==> config.mk <==
export PLATFORM = sky130hd
export DESIGN_NAME = pong_game_ctrl
export DESIGN_NICKNAME = d
export VERILOG_FILES = /design/src/rtl/pong_game_ctrl.sv
export SDC_FILE = /design/constraint.sdc
export NUM_CORES = 1
export LEC_CHECK = 0
export ABC_AREA = 1
export ABC_CLOCK_PERIOD_IN_PS = 6700
export BUFFER_PORTS_ARGS = -buffer_cell sky130_fd_sc_hd__clkbuf_2
export CAP_MARGIN = 5
export CORE_MARGIN = 10
export CORE_UTILIZATION = 60
export DETAILED_ROUTE_END_ITERATION = 16
export GPL_ROUTABILITY_DRIVEN = 0
export MAX_ROUTING_LAYER = met4
export PLACE_DENSITY = 0.9
export REMOVE_ABC_BUFFERS = 1
export SLEW_MARGIN = 10
export SYNTH_ARGS = -nofsm -noshare
export SYNTH_HDL_FRONTEND = slang
export SYNTH_SLANG_ARGS = --single-unit
export TNS_END_PERCENT = 10
==> constraint.sdc <==
create_clock -name clk -period 6.7 [get_ports clk]
set_clock_uncertainty 0.15 [all_clocks]
set_input_delay 1.005 -clock clk [delete_from_list [all_inputs] [get_ports clk]]
set_output_delay 1.005 -clock clk [all_outputs]
set_load 0.05 [all_outputs]
==> src/rtl/pong_game_ctrl.sv <==
// PONG game-flow sequencer: credits, serve/play/point/game-over sequencing and scores.
// Build option: define FREE_PLAY_EN to make every start in ATTRACT begin a game without credits.
module pong_game_ctrl #(
   parameter int WIN_SCORE    = 11,
   parameter int SERVE_FRAMES = 60,
   parameter int POINT_FRAMES = 30,
   parameter int OVER_FRAMES  = 300,
   parameter int MAX_CREDITS  = 9,
   parameter int SCORE_W      = 4
) (
   input  logic               clk,
   input  logic               reset,
   input  logic               vblank,
   input  logic               coin,
   input  logic               start,
   input  logic               miss_l,
   input  logic               miss_r,
   output logic [SCORE_W-1:0] score_l,
   output logic [SCORE_W-1:0] score_r,
   output logic [3:0]         credits,
   output logic               ball_en,
   output logic               serve_dir,
   output logic               attract,
   output logic               game_over,
   output logic [2:0]         state
);

   // state     | meaning
   // ATTRACT   | idle, waiting for a credited start
   // SERVE     | ball hidden, counting frames to launch
   // PLAY      | ball live, waiting for a miss
   // POINT     | ball hidden after a point
   // GAME_OVER | final score shown, then back to ATTRACT
   typedef enum logic [2:0] {
      ST_ATTRACT   = 3'd0,
      ST_SERVE     = 3'd1,
      ST_PLAY      = 3'd2,
      ST_POINT     = 3'd3,
      ST_GAME_OVER = 3'd4
   } state_t;

   localparam int MAX_F_SP = (SERVE_FRAMES > POINT_FRAMES) ? SERVE_FRAMES : POINT_FRAMES;
   localparam int MAX_F    = (MAX_F_SP > OVER_FRAMES) ? MAX_F_SP : OVER_FRAMES;
   localparam int CNT_W    = $clog2(MAX_F + 1);

   localparam logic [CNT_W-1:0]   SERVE_TC = CNT_W'(SERVE_FRAMES);
   localparam logic [CNT_W-1:0]   POINT_TC = CNT_W'(POINT_FRAMES);
   localparam logic [CNT_W-1:0]   OVER_TC  = CNT_W'(OVER_FRAMES);
   localparam logic [SCORE_W-1:0] WIN      = SCORE_W'(WIN_SCORE);
   localparam logic [3:0]         MAX_CR   = 4'(MAX_CREDITS);

   state_t             state_q, state_n;
   logic [CNT_W-1:0]   cnt, cnt_n, cnt_inc;
   logic [SCORE_W-1:0] score_l_n, score_r_n;
   logic [3:0]         credits_n;
   logic               ball_en_n, serve_dir_n, start_ok;
   logic               vblank_d, coin_d, start_d, miss_l_d, miss_r_d;
   logic               tick, coin_ev, start_ev, miss_l_ev, miss_r_ev;

   assign tick      = vblank & ~vblank_d;
   assign coin_ev   = coin & ~coin_d;
   assign start_ev  = start & ~start_d;
   assign miss_l_ev = miss_l & ~miss_l_d;
   assign miss_r_ev = miss_r & ~miss_r_d;
   assign cnt_inc   = cnt + 1'b1;
   assign state     = state_q;

   always_comb begin
      state_n     = state_q;
      cnt_n       = cnt;
      score_l_n   = score_l;
      score_r_n   = score_r;
      credits_n   = credits;
      ball_en_n   = ball_en;
      serve_dir_n = serve_dir;
      start_ok    = 1'b0;
`ifdef FREE_PLAY_EN
      credits_n = 4'd0;
      start_ok  = 1'b1;
`else
      if (coin_ev && credits != MAX_CR) credits_n = credits + 4'd1;
      start_ok = (credits_n != 4'd0);
`endif
      case (state_q)
         ST_ATTRACT: begin
            if (start_ev && start_ok) begin
`ifndef FREE_PLAY_EN
               credits_n = credits_n - 4'd1;
`endif
               score_l_n   = '0;
               score_r_n   = '0;
               serve_dir_n = 1'b0;
               state_n     = ST_SERVE;
            end
         end
         ST_SERVE: begin
            if (tick) begin
               cnt_n = cnt_inc;
               if (cnt_inc == SERVE_TC) begin
                  ball_en_n = 1'b1;
                  state_n   = ST_PLAY;
               end
            end
         end
         ST_PLAY: begin
            if (miss_l_ev) begin
               if (score_r != WIN) score_r_n = score_r + 1'b1;
               serve_dir_n = 1'b0;
               ball_en_n   = 1'b0;
               state_n     = ST_POINT;
            end else if (miss_r_ev) begin
               if (score_l != WIN) score_l_n = score_l + 1'b1;
               serve_dir_n = 1'b1;
               ball_en_n   = 1'b0;
               state_n     = ST_POINT;
            end
         end
         ST_POINT: begin
            if (tick) begin
               cnt_n = cnt_inc;
               if (cnt_inc == POINT_TC)
                  state_n = (score_l == WIN || score_r == WIN) ? ST_GAME_OVER : ST_SERVE;
            end
         end
         ST_GAME_OVER: begin
            if (tick) begin
               cnt_n = cnt_inc;
               if (cnt_inc == OVER_TC) state_n = ST_ATTRACT;
            end
         end
         default: state_n = ST_ATTRACT;
      endcase
      // frame count restarts from zero in every new state
      if (state_n != state_q) cnt_n = '0;
   end

   always_ff @(posedge clk or posedge reset) begin
      if (reset) begin
         state_q   <= ST_ATTRACT;
         cnt       <= '0;
         score_l   <= '0;
         score_r   <= '0;
         credits   <= 4'd0;
         ball_en   <= 1'b0;
         serve_dir <= 1'b0;
         attract   <= 1'b1;
         game_over <= 1'b0;
         vblank_d  <= 1'b0;
         coin_d    <= 1'b0;
         start_d   <= 1'b0;
         miss_l_d  <= 1'b0;
         miss_r_d  <= 1'b0;
      end else begin
         state_q   <= state_n;
         cnt       <= cnt_n;
         score_l   <= score_l_n;
         score_r   <= score_r_n;
         credits   <= credits_n;
         ball_en   <= ball_en_n;
         serve_dir <= serve_dir_n;
         attract   <= (state_n == ST_ATTRACT);
         game_over <= (state_n == ST_GAME_OVER);
         vblank_d  <= vblank;
         coin_d    <= coin;
         start_d   <= start;
         miss_l_d  <= miss_l;
         miss_r_d  <= miss_r;
      end
   end

endmodule

# Yosys cells after proc, flatten, opt, wreduce, memory -nomap -nowiden
# Cells that the tools add are included.
# Widths: inputs -> output; s select.
dict set report op_classes {
  n_addsub 5
  reduce_logical 16
  order_cmp 0
  shift 0
  div_mod_pow 0
  muxes 34
  multipliers 0
  eq_ne 23
  n_bitwise 10
}
# op n
set ops {}
lappend ops {{$mux 4} 9}
lappend ops {{$mux 3} 10}
lappend ops {{$mux 9} 3}
lappend ops {{$ne 2x2->1 const B} 8}
lappend ops {{$pmux 4 s2} 2}
lappend ops {{$pmux 3 s5} 1}
lappend ops {{$add 4x1->4 const B} 3}
lappend ops {{$ne 4x4->1 const B} 3}
lappend ops {{$add 9x1->9 const B} 1}
lappend ops {{$eq 9x5->1 const B} 1}
lappend ops {{$eq 9x6->1 const B} 1}
lappend ops {{$eq 9x9->1 const B} 1}
lappend ops {{$eq 4x4->1 const B} 2}
lappend ops {{$reduce_and 4->1} 2}
lappend ops {{$reduce_bool 2->1} 4}
lappend ops {{$mux 1} 7}
lappend ops {{$eq 3x2->1 const B} 2}
lappend ops {{$eq 3x3->1 const B} 2}
lappend ops {{$logic_not 3->1} 2}
lappend ops {{$and 1x1->1} 5}
lappend ops {{$not 1->1} 5}
lappend ops {{$reduce_and 5->1} 1}
lappend ops {{$pmux 1 s2} 2}
lappend ops {{$reduce_bool 4->1} 1}
lappend ops {{other kinds (9)} 10}
dict set report word_totals {
  register_bits 33
  mem_bits_ro 0
  latchBits 0
  ram_bits 0
  inputBits 7
  memories 0
  output_inout_bits 19
  word_cells 102
}

# Depth between registers and ports, before layout
dict set report depth {
  word_depth 11
  mapped_depth 18
  ltp_nobuf 18
}

# Worst setup path before layout
# OpenSTA, ideal clock, no wires.
dict set report synth_path {
  path_type {input to register}
  startpoint {input port coin}
  endpoint {register cnt[2]}
  required_time_ps 6428
  arrival_time_ps 2550
  cell_stages 16
  setup_time_ps 122
  path_buffers 0
  setup_slack_ps 3878
  path_cell_list {inv_1 -> nor2_1 -> nand2_4 -> xor2_1 -> ha_1 -> inv_1 -> nor2_1 -> nand2_2 -> nand2_4 -> nand2_2 -> nor2_4 -> nand3_2 -> nand2_2 -> nand2_2 -> nand2_4 -> nor2_2}
}
dict set report synth_via {
  elab_chain_len 10
  word_cells_on_any_way 12
  cone_classes {eq/ne: 1; mux: 4; bitwise: 1; reduce/logical: 6}
}
# item line_no
set synth_lines {}
lappend synth_lines {{start: declaration} 14} ;# input logic coin,
lappend synth_lines {{$and 1x1->1 *} 61} ;# assign coin_ev = coin & ~coin_d;
lappend synth_lines {{$logic_and 1x1->1 *} 81} ;# if (coin_ev && credits != MAX_CR) credits_n = credits + 4'd1;
lappend synth_lines {{$mux 4 *} 81}
lappend synth_lines {{$reduce_bool 4->1 *} 82} ;# start_ok = (credits_n != 4'd0);
lappend synth_lines {{$logic_and 1x1->1 *} 86} ;# if (start_ev && start_ok) begin
lappend synth_lines {{$mux 3 *} 86}
lappend synth_lines {{$pmux 3 s5 *} 84} ;# case (state_q)
lappend synth_lines {{named net state_n[0]} 52} ;# state_t state_q, state_n;
lappend synth_lines {{$ne 3x3->1 *} 134} ;# if (state_n != state_q) cnt_n = '0;
lappend synth_lines {{$reduce_bool 2->1 (no source line)} --}
lappend synth_lines {{$reduce_and 2->1 (no source line)} --}
lappend synth_lines {{end signal: assignment} 155} ;# cnt <= cnt_n;
lappend synth_lines {{end: declaration} 53} ;# logic [CNT_W-1:0] cnt, cnt_n, cnt_inc;
# Mark *: on every way through the listed nets, which the timed path passes. The rest lies on a longest branch.
# A chain may end at the register's enable or synchronous reset.

# Worst setup path in the final report
# Same ends and word-level chain as after synthesis.

==> flow_summary_export.csv <==
group,metric,value,unit
outcome,status,"completed",
synth,yosysTopAreaCell,"dfrtp_1",
floorplanning,die_area,6290,um2
timing,slew_headroom,57.9,%
worst_setup_path,cp_common_cell,"nand2_2",
clocking,cts_tree,"built",
floorplanning,die_x,79.3,um
route,viasPerCell,5.08,
layout,diodes,0,
clocking,cts_hold_buffers,0,
floorplanning,start_util,62.8,%
route,post-route-drc-count,0,
synth,synth_seq_cells,33,
clocking,cts_resized,0,
floorplanning,die_h,79.3,um
timing,period_share,41.8,%
clocking,htreeDepth,2,
layout,fill_cells,268,
layout,area_delta_synth_final,12.5,%
timing,post-route-worst-setup-slack,3.90,ns
worst_setup_path,cp_data_required_time,6.78,ns
grt,grt.overflow.total,0,
clocking,clk_latency,0.34,ns
clocking,cts_made_buffers,5,
worst_setup_path,cp_top_family,"simple AND/OR/NAND/NOR gates",
pwr,power.density,421,nW/um2
grt,grt_pass1_vias,1731,
layout,most-common-layout-cells,"nand2_1 (50), inv_1 (45), dfrtp_1 (32)",
placement,port-buffer-count,25,
synth,synth_area_leaders,"dfrtp_1 (38%), nand2_1 (8.9%), inv_1 (8.0%)",
route,wl_per_cell,12.0,um
route,finalWirelength,4.18,mm
placement,pre_cts_ws,3.57,ns
route,firstDrtPassIters,4,
synth,synth_top_area_share,37.9,%
worst_setup_path,path_max_fanout,9,
grt,grt_start_max_net_pins,33,
floorplanning,fp-row-count,21,
grt,grt_first_pass_wirelength,7.21,mm
worst_setup_path,crit_type,"in -> reg",
placement,hpwl,3.24,mm
pwr,p_int,0.495,mW
route,ant_nets,0,
layout,layout.nets,317,
grt,grt_antenna_before_repair,0,
timing,rsz0062_at_grt,"false",
clocking,cts.sinks,33,
route,via_count,1778,
pwr,peakVddDrop,0.000220,V
synth,synthCells,272,
pwr,leakagePower,1.21,nW
timing,holdWs,0.318,ns
worst_setup_path,cp_slowest_cell,"xor2_1",
layout,drive_above_1_share,26.6,%
timing,slew_violations,0,
floorplanning,coreArea,3360,um2
clocking,post_cts_buffers,0,
synth,ys_seq_area_share,39.2,%
worst_setup_path,slowest_delay,0.26,ns
pwr,sw_frac_of_total,50.5,%
timing,max_freq,357,MHz
clocking,clkTransAtPathRegs,0.10,ns
synth,yosys_warnings,0,
worst_setup_path,crit_arrival,2.88,ns
timing,setup_viol,0,
worst_setup_path,path_buf_inv,3,
worst_setup_path,end_kind,"flop",
timing,hold_violations,0,
layout,multi_input_area,1090,um2
timing,tns,0,ns
min_path,hold_path_class,"in -> async",
grt,grt_use_total,14.3,%
timing,worstMarginPinSlew,0.631,ns
clocking,clk_path_buf_depth,2,
worst_setup_path,path_cells,"clkbuf_2 > inv_1 > nor2_1 > nand2_4 > xor2_1 > ha_1 > inv_1 > nor2_1 > nand2_2 > nand2_4 > nand2_2 > nor2_4 > nand3_2 > nand2_2 > nand2_2 > nand2_4 > nor2_2",
job,maxCapViolations,0,
worst_setup_path,cp-start-kind,"input port",
pwr,seq_power_share,33.6,%
synth,avgSynthCellArea,7.76,um2
pwr,combPwrFrac,50.8,%
pwr,switching_power,0.505,mW
layout,layout_commonest_cell,"nand2_1",
route,drt-initial-drc-count,107,
pwr,pwr-share-clk,15.6,%
floorplanning,pin_count,26,
layout,seqCellArea,827,um2
timing,fin_crit,2.80,ns
clocking,cts_root_buf,"clkbuf_4",
synth,synth.distinct_cells,34,
synth,netlist_area,2110,um2
routing by layer:
metal	share of wire, %	wire, um	vias to the layer above	global-route usage (%)
met2	47	1950	31	21.8
met4	1.4	57	0	6.09
met1	48	1990	812	17.4
met5	0	0	-	-
li1	-	-	928	-
met3	4.3	181	7	3.83
metrics by stage:
step / total power, mW / cells / utilization, % / instance area [um2]
after detailed placement: 0.848 / 342 / 68.1 / 2290
after floorplan: 0.737 / 270 / - / 2100
after CTS: 1.01 / 350 / 70.6 / 2380
after global routing: 1.07 / 350 / 70.6 / 2380
after global placement: 0.829 / 342 / 68.1 / 2290
final: 1.00 / 350 / 70.6 / 2380
registers in the layout, indices dropped and copies added (netlist names), 3 cells and up:
| signal | flops |
|---|---|
| score_l | 4 |
| state | 3 |
| credits | 4 |
| cnt | 9 |
| score_r | 4 |
cell usage after synthesis (all sizes together):
master,n
o21ai,18
and3,1
buf,1
o21a,1
nand3,23
xnor2,3
inv,47
xor2,4
o31ai,1
a31oi,1
nor4,1
nor2,40
nand4,6
ha,7
nand3b,1
dfstp,1
clkinv,1
clkbuf,1
nand2,64
a21oi,9
nor3,8
nor3b,1
dfrtp,32
path summary, 6_finish.rpt:
kind                       startpoint        end  slack (ns)  cells after the start
max reg2reg                credits[1]     cnt[2]        4.05                     17
max in group asynchronous       reset    attract        5.48                      3
min reg2reg                 serve_dir  serve_dir        0.37                      1
min                             reset     coin_d        0.32                      2
max                              coin     cnt[2]        3.90                     17
min in group clk            serve_dir  serve_dir        0.37                      1
power by group through the flow:
stage	combinational [mW]	sequential, mW	clock [mW]
global route	0.560	0.346	0.165
global placement	0.494	0.335	0
finish	0.508	0.336	0.156
detailed placement	0.510	0.339	0
CTS	0.512	0.335	0.158
floorplan	0.282	0.455	0
final cells by class:
cell class,count,share of cell area (%)
Clock buffer,7,2.32
Clock inverter,1,1.26
Inverter,48,7.58
Multi-Input combinational cell,189,46.0
Sequential cell,33,34.8
Tap cell,46,2.42
Timing Repair Buffer,26,5.58
cells by family after synthesis:
kind of cell	count (synthesis)	share of synthesized area (%)
buffers and inverters	50	9.06
XOR/XNOR	7	2.90
AO/OA/AOI/OAI	30	8.18
flip-flops	33	39.2
adder cells (fa/ha/maj)	7	4.15
AND/OR/NAND/NOR	145	36.6
(Power assumes the default switching activity.)
